==> src/rtl/shift_serializer.sv <==
`default_nettype none
// ============================================================================
//  Module      : shift_serializer
//  Description : Parallel-to-serial shift transmitter. Takes a W-bit word on
//                a valid/ready load handshake and shifts it out one bit per
//                accepted output beat, MSB-first or LSB-first.
//  Revision    : 1.0 - initial release
// ============================================================================
module shift_serializer #(
  parameter int W = 4
) (
  input  logic         clk,
  input  logic         nrst,
  input  logic [W-1:0] i,
  input  logic         l,
  input  logic         r,
  input  logic         load_valid,
  output logic         load_ready,
  output logic         sout,
  output logic         sout_valid,
  input  logic         sout_ready,
  output logic         last,
  output logic         busy
);

  localparam int CW = $clog2(W) + 1;

  typedef enum logic [0:0] {
    ST_IDLE  = 1'b0,
    ST_SHIFT = 1'b1
  } state_t;

  state_t          state_q, state_d;
  logic [W-1:0]    sr_q, sr_d;
  logic            dir_q, dir_d;
  logic [CW-1:0]   cnt_q, cnt_d;

  logic            w_in_shift;
  logic            w_last;
  logic            w_beat;
  logic            w_accept;
  logic            w_dir;

  // Outputs are decoded from registers only; load_ready also looks at
  // sout_ready so a new word can slide in on the final beat with no bubble.
  assign w_in_shift = (state_q == ST_SHIFT);
  assign w_last     = w_in_shift && (cnt_q == '0);
  assign w_beat     = w_in_shift && sout_ready;
  assign w_accept   = load_valid && load_ready;

  assign sout_valid = w_in_shift;
  assign busy       = w_in_shift;
  assign last       = w_last;
  assign sout       = w_in_shift & (dir_q ? sr_q[W-1] : sr_q[0]);
  assign load_ready = nrst & (~w_in_shift | (w_last & sout_ready));

  // Direction decode: l=1 selects MSB-first and overrides r; with l=0 both
  // values of r select LSB-first, so the r term can never set the flag.
  assign w_dir = l & ~(~l & r);

  // Next-state logic: load accept has priority over the last-beat return to
  // IDLE; a non-last beat shifts with zero fill and counts down.
  always_comb begin
    state_d = state_q;
    sr_d    = sr_q;
    dir_d   = dir_q;
    cnt_d   = cnt_q;
    if (w_accept) begin
      state_d = ST_SHIFT;
      sr_d    = i;
      dir_d   = w_dir;
      cnt_d   = CW'(W - 1);
    end else if (w_beat) begin
      if (w_last) begin
        state_d = ST_IDLE;
        sr_d    = '0;
        dir_d   = 1'b0;
        cnt_d   = '0;
      end else begin
        sr_d  = dir_q ? {sr_q[W-2:0], 1'b0} : {1'b0, sr_q[W-1:1]};
        cnt_d = cnt_q - CW'(1);
      end
    end
  end

  // State register with synchronous active-low reset that discards any word.
  always_ff @(posedge clk) begin
    if (!nrst) begin
      state_q <= ST_IDLE;
      sr_q    <= '0;
      dir_q   <= 1'b0;
      cnt_q   <= '0;
    end else begin
      state_q <= state_d;
      sr_q    <= sr_d;
      dir_q   <= dir_d;
      cnt_q   <= cnt_d;
    end
  end

endmodule
`default_nettype wire

==> config.mk <==
export PLATFORM = sky130hd
export DESIGN_NAME = shift_serializer
export DESIGN_NICKNAME = d
export VERILOG_FILES = /design/src/rtl/shift_serializer.sv
export SDC_FILE = /design/constraint.sdc
export NUM_CORES = 1
export LEC_CHECK = 0
export BUFFER_PORTS_ARGS = -buffer_cell sky130_fd_sc_hd__buf_2
export CORE_AREA = 2 2 39 41
export CTS_CLUSTER_SIZE = 14
export DETAILED_ROUTE_END_ITERATION = 10
export DIE_AREA = 0 0 41 43
export GPL_TIMING_DRIVEN = 0
export HOLD_SLACK_MARGIN = 0.03
export PLACE_DENSITY = 0.68
export SLEW_MARGIN = 5
export SYNTH_ARGS = -nofsm -noshare
export SYNTH_HDL_FRONTEND = slang
export SYNTH_SLANG_ARGS = --single-unit
==> constraint.sdc <==
create_clock -name clk -period 4.7 [get_ports clk]
set_input_delay 0.94 -clock clk [delete_from_list [all_inputs] [get_ports clk]]
set_output_delay 0.94 -clock clk [all_outputs]
set_load 0.02 [all_outputs]
; ---- Word level (Yosys, flattened, before mapping)
; Cells that the tools add are included.
[totals]
regBits = 9
wordCells = 36
inputBits = 10
[op_classes]
mux = 12
reduce_logical = 8
n_addsub = 1
n_bitwise = 10
[ops]
columns = operator, n
row1 = $mux 4, 4
row2 = $and 1x1->1, 5
row3 = $mux 1, 5
row4 = $mux 2, 2
row5 = $not 1->1, 4
row6 = $reduce_bool 2->1, 2
row7 = $logic_and 1x1->1, 3
row8 = $logic_not 3->1, 1
row9 = $mux 3, 1
row10 = $sub 3x1->3 const B, 1
row11 = $reduce_and 2->1, 1
row12 = $reduce_or 2->1, 1
row13 = $or 1x1->1, 1

; ---- Longest topological paths before layout
; Gate-level depths: netlist (run 1).
[depth]
ltp_word = 8
depth_mapped = 7
ltp_nobuf = 6

; ---- Least setup slack after synthesis (run 1)
; OpenSTA, ideal clock, no wires.
[synth_path]
path_kind = input-to-output
from = input port sout_ready
to = output port load_ready
stages = 2
arrival_time_ns = 1.306
slack_ns = 2.454
path_cell_list = a21boi_2 nor2_1
[synth_via]
elab_chain_cells = 3
[synth_rtl]
columns = element, line_no
row1 = start: declaration, 21  ; input logic sout_ready,
row2 = $and 1x1->1, 55  ; assign load_ready = nrst & (~w_in_shift | (w_last & sout_ready));
row3 = $or 1x1->1, 55
row4 = $and 1x1->1, 55
row5 = end: declaration, 18  ; output logic load_ready,
; No other way between the ends.

; ---- Worst setup path in the final report (run 1)
[layout_path]
from = register cnt_q[0]
to = output port load_ready
[layout_via]
elab_chain_cells = 5
[layout_rtl]
columns = element, line_no
row1 = start: declaration, 36  ; logic [CW-1:0] cnt_q, cnt_d;
row2 = start signal: assignment, 97  ; cnt_q <= cnt_d;
row3 = $logic_not 3->1, 47  ; assign w_last = w_in_shift && (cnt_q == '0);
row4 = $logic_and 1x1->1, 47
row5 = $and 1x1->1, 55
row6 = $or 1x1->1, 55
row7 = $and 1x1->1, 55
; No other way between the ends.

==> out/metrics.cfg, run 1 <==
[final_layout]
final_net_count = 88
final_common_cell = buf_2
final_cell_mix = buf_2, dfxtp_1, inv_1, nor2_1, mux2i_1
final_util_pct = 45.5
area_growth_pct = 21.5
layout-drive-gt1-share_pct = 34.7
antenna_cells = 0

[route]
via_per_inst = 5.24
vias = 477
wirelength_um = 1070
drc = 0
first_iter_violations = 6
first_pass_iters = 4
wl_per_cell_um = 11.8
postRouteAntennaNets = 0

[clock_network]
htree_levels = 1
clk_latency_ns = 0.26
cts_setup_buffers = 0
cts_hold_buf = 0
ctsRootBufferMaster = clkbuf_4
cts_resized = 0
cts_tree = done
clk_pin_slew_worst_paths_ns = 0.07
cts_made_buffers = 3
max-clock-path-buffers = 2
cts.sinks = 9

[yosys]
syn-num-nets = 70
yosys.area.top_type_share_pct = 34.8
yosysSeqAreaShare_pct = 34.8
synth-seq-cells = 9
yosys.area.top_type = dfxtp_1
yosys_warnings = 0
synth.area.top_cells = dfxtp_1, mux2i_1, o31ai_1
netlist_area_um2 = 518
synth.avg_cell_area_um2 = 8.93
synth.distinct_cells = 25
synth_cells = 58

[worst_setup_path]
worstPathRequired_ns = 3.76
cp_slowest_cell = dfxtp_1
r2r_end = dir_q
cp-start-kind = register
slowest_delay_ns = 0.34
critPathKind = reg -> out
cpMostUsedCell = ha_1
rr_startpoint = cnt_q[0]
cp.arrival_ns = 1.70
critPathCaptureType = output port
r2r_slack_ns = 2.78
rr_worst_depth = 7
cp_cell_sequence = inv_1 > ha_1 > ha_1 > a21boi_2 > nor2_1 > buf_2
cp_max_fo = 9

[sta]
fmax_mhz = 378
slew_violations = 0
slew-limit-headroom_pct = 78.2
hold_viol_final = 0
finalSetupViolCount = 0
setup-tns-final_ns = 0
rsz0062_at_grt = no
skew_ns = 0.00547
worst-slew-pin-transition_ns = 0.326
finalCritPeriodShare_pct = 56.2
period_needed_ns = 2.64

[grt]
grtUsageTotal_pct = 15.5
grt-ovfl-total = 0
grt_max_degree = 11
grt_pass1_vias = 427
antenna_found_initial = 0
grt_pass1_wl_um = 1810

[placed_design]
routabilityCongestion = 0.693
dp_hpwl_um = 793
io_buffers = 13

[status]
status = complete, no violations

[floorplan]
die_height_um = 43
start_util_pct = 37.4
pin_count = 15
core_um2 = 1380
die_w_um = 41
rows = 14
die-area_um2 = 1760

[pwr]
ir_drop_mv = 0.131
total_power_w = 0.000197
p_leak_nw = 0.282
powerDensity_nw_per_um2 = 313

[worst_hold_path]
worstHoldEndpoint = sr_q[0]
min_from = sr_q[0]
whs_path_depth = 2
hp-class = reg -> reg

[job]
drv_cap = 0

how the worst max path moves through the flow:
stage,from,endpoint,slack (ns)
global placement,sout_ready,load_ready,2.17
floorplan,sout_ready,load_ready,2.45
CTS,cnt_q[0],load_ready,2.05
detailed placement,sout_ready,load_ready,2.17
finish,cnt_q[0],load_ready,2.06
global route,cnt_q[0],load_ready,1.92
report_power, final:
part           internal, W  switching (W)  leakage (nW)  total [W]
registers        0.0000827     0.00000443        0.0743  0.0000871
clock network    0.0000328      0.0000290        0.0150  0.0000618
logic            0.0000222      0.0000262         0.192  0.0000484
total             0.000138      0.0000597         0.282   0.000197
kinds of logic (layout without fill, tap and decap cells):
logic type / count (synthesis) / after routing / share of synthesized area [%]
AOI/OAI and AO/OA: 14 / 14 / 18.1
adders and majority gates: 2 / 2 / 4.83
buffers and inverters: 8 / 25 / 8.21
DFF: 9 / 9 / 34.8
muxes: 6 / 6 / 12.6
and+or+nand+nor: 19 / 19 / 21.5
metal layers:
metal	global-route usage, %	wire length [um]
met3	4.71	58
met2	21.6	487
met5	0	0
met1	19.7	504
met4	10.0	19
flip-flops by register name (all words and copies together) (netlist names):
signal,cells
sr_q,4
cnt_q,3
busy,1
dir_q,1
per-stage QoR:
stage | cells | hold WS (ns) | worst slack [ns] | instance area (um^2)
final | 91 | 0.492 | 2.06 | 629
after CTS | 91 | 0.491 | 2.05 | 629
after global placement | 87 | 0.474 | 2.17 | 603
after floorplan | 58 | 0.454 | 2.45 | 518
after global routing | 91 | 0.512 | 1.92 | 629
after detailed placement | 87 | 0.482 | 2.17 | 603
cells in the mapped netlist, drive strengths merged:
master,n
or4b,1
nor3b,1
a21oi,3
ha,2
a31oi,3
dfxtp,9
mux2,1
a2bb2oi,1
or3,3
and4bb,1
nor2,5
o21ai,2
mux2i,5
buf,3
nand2,5
inv,5
and2,1
o31ai,4
nand4,1
a21boi,1
nor2b,1
cell type report:
class	count	area, um^2
plain buffers	3	23.8
clock buffers	4	26.3
fillers	151	754
inverters	5	18.8
multi-input cells	41	295
flip-flops and latches	9	180
well taps	16	20.0
repair buffers	13	65.1
worst max-delay path: cells and delay by family, from the launching register on:
| family | cells | cell delay, ns |
|---|---|---|
| AO/OA/AOI/OAI | 1 | 0.34 |
| flip-flops | 1 | 0.34 |
| buffers and inverters | 2 | 0.21 |
| AND/OR/NAND/NOR | 1 | 0.06 |
| adder cells (fa/ha/maj) | 2 | 0.48 |
No activity file was read; power rests on OpenSTA's default activity.
==> run 2: changes to the inputs <==
ABC_AREA = 1   (was not set)
PLACE_DENSITY = 0.67   (was 0.68)
clock period = 2.58 ns   (was 4.7 ns; I/O delays follow)
==> out/metrics.cfg, run 2 <==
[status]
status = complete, no violations

[yosys]
synthSimpleGateAreaFrac_pct = 27.3
synth_compound_area_share_pct = 19.3
yosysMostFrequentCell = inv_1
synth.area.top_cells = dfxtp_1, inv_1, nand3_1
yosysSeqAreaShare_pct = 35.1
synthMuxAreaShare_pct = 0
synth_top_family_by_area = simple AND/OR/NAND/NOR gates
synth-seq-cells = 9
synth.distinct_cells = 18
syn-num-nets = 84
synth.avg_cell_area_um2 = 7.12
synth_edf_count = 0
synth_adder_area_share_pct = 4.88
ys_async_sr_fraction_pct = 0
post_synth_xor_area_fraction_pct = 0
netlist_top_cells_count = inv_1, dfxtp_1, nand3_1, o21ai_0, nand2_1
yosys.area.top_type_share_pct = 35.1
netlist_area_um2 = 513
ys.flop_type = dfxtp_1
synth_cells = 72
yosys.area.top_type = dfxtp_1
yosys_warnings = 0

[clock_network]
clk_pin_slew_worst_paths_ns = 0.06
cts_setup_buffers = 0
cts_made_buffers = 3
cts_hold_buf = 0
cts.sinks = 9
max-clock-path-buffers = 2
cts_resized = 0
ctsRootBufferMaster = clkbuf_4
htree_levels = 1
clk_latency_ns = 0.27
cts_tree = done

[floorplan]
rows = 14
die-area_um2 = 1760
pin_count = 15
die_height_um = 43
start_util_pct = 37.1
core_um2 = 1380
die_w_um = 41

[final_layout]
area_growth_pct = 21.7
antenna_cells = 0
largest-register = sr_q
finalNonFillerCells = 105
multiInputGateArea_um2 = 264
final_common_cell = buf_2
n_fill_cell = 143
final_cell_mix = buf_2, inv_1, dfxtp_1, o21ai_0, nand3_1
layout-drive-gt1-share_pct = 27.0
reg.largest.list = sr_q x4, cnt_q x3
register_area_um2 = 180
largest_register_ffs = 4
final_net_count = 102

[pwr]
powerDensity_nw_per_um2 = 546
total_power_w = 0.000341
p_leak_nw = 0.307
ir_drop_mv = 0.274

[grt]
grtUsageTotal_pct = 15.3
grt_max_degree = 11
grt-ovfl-total = 0
antenna_found_initial = 0
grt_pass1_vias = 454
grt_pass1_wl_um = 1730

[job]
drv_cap = 0

[sta]
finalSetupViolCount = 0
skew_ns = 0.00523
fmax_mhz = 485
slew-limit-headroom_pct = 82.5
hold_viol_final = 0
finalCritPeriodShare_pct = 79.9
period_needed_ns = 2.06
setup_slack_ns = 0.519
slew_violations = 0
worst-slew-pin-transition_ns = 0.262
setup-tns-final_ns = 0
rsz0062_at_grt = no

[route]
via_per_inst = 4.94
first_pass_iters = 4
wl_per_cell_um = 10.7
first_iter_violations = 10
drc = 0
postRouteAntennaNets = 0
wirelength_um = 1120
vias = 519

[placed_design]
routabilityCongestion = 0.754
dp_hpwl_um = 833
dp_cells = 101
io_buffers = 13
pre_cts_slack_ns = 0.825

[worst_hold_path]
hp-class = reg -> reg
worstHoldEndpoint = sr_q[2]
whs_path_depth = 2
min_from = sr_q[2]

[worst_setup_path]
rr_startpoint = cnt_q[0]
cp_max_fo = 7
cp.arrival_ns = 1.55
critPathCaptureType = output port
r2r_slack_ns = 1.02
rr_worst_depth = 8
cp-start-kind = register
r2r_end = cnt_q[0]
worstPathRequired_ns = 2.06
critPathKind = reg -> out

## run 2: changes by cell type after synthesis, sizes merged, moves of 2 or more
cell / delta
a21oi: +4
o31ai: -4
or3: -3
nor3: +2
a31oi: -3
mux2i: -5
o21ai: +7
nand2: +4
nand4: +2
nand3: +9
inv: +7
## run 2: final cells by class
| class | count | area share (%) |
|---|---|---|
| plain buffers | 2 | 3.01 |
| multi-input cells | 48 | 42.3 |
| flip-flops and latches | 9 | 28.9 |
| repair buffers | 13 | 10.4 |
| clock buffers | 4 | 4.21 |
| well taps | 16 | 3.21 |
| inverters | 13 | 8.02 |
## run 2: through the flow
stage	cell area (um^2)	util [%]	hold slack, ns
CTS	624	45.1	0.508
global route	624	45.1	0.535
floorplan	513	-	0.475
finish	624	45.1	0.511
detailed placement	598	43.2	0.499
global placement	598	43.2	0.490
## run 2: worst max path at each step
stage / start / to / slack, ns / cells past startpoint
floorplan: busy / sout / 1.02 / 2
global placement: cnt_q[0] / last / 0.84 / 6
detailed placement: cnt_q[0] / last / 0.82 / 6
CTS: cnt_q[0] / last / 0.52 / 6
global route: cnt_q[0] / last / 0.43 / 6
finish: cnt_q[0] / last / 0.52 / 6
## run 2: cells by family after synthesis
group	after synthesis
AND/OR/NAND/NOR	29
adder cells (fa/ha/maj)	2
buffers and inverters	15
AO/OA/AOI/OAI	17
flip-flops	9
## run 2: power by group
group	switching (W)	internal, W	total, W	leakage [nW]
clock	0.0000528	0.0000598	0.000113	0.0150
sequential	0.00000961	0.000149	0.000159	0.0741
combinational	0.0000411	0.0000284	0.0000696	0.218
total	0.000104	0.000238	0.000341	0.307
## run 2: critical path, stage by stage, from the launching register on
cell and delay [ns]:
dfxtp_1 0.35, inv_1 0.05, ha_1 0.19, ha_1 0.20
nand2_1 0.21, inv_1 0.10, buf_2 0.17
## run 2: per-layer routing
metal	vias up	part of all wire, %	global-route usage, %
met4	0	4.1	14.0
met2	15	46	23.8
met5	-	0	0
li1	274	-	-
met3	5	4.9	4.71
met1	225	45	15.0
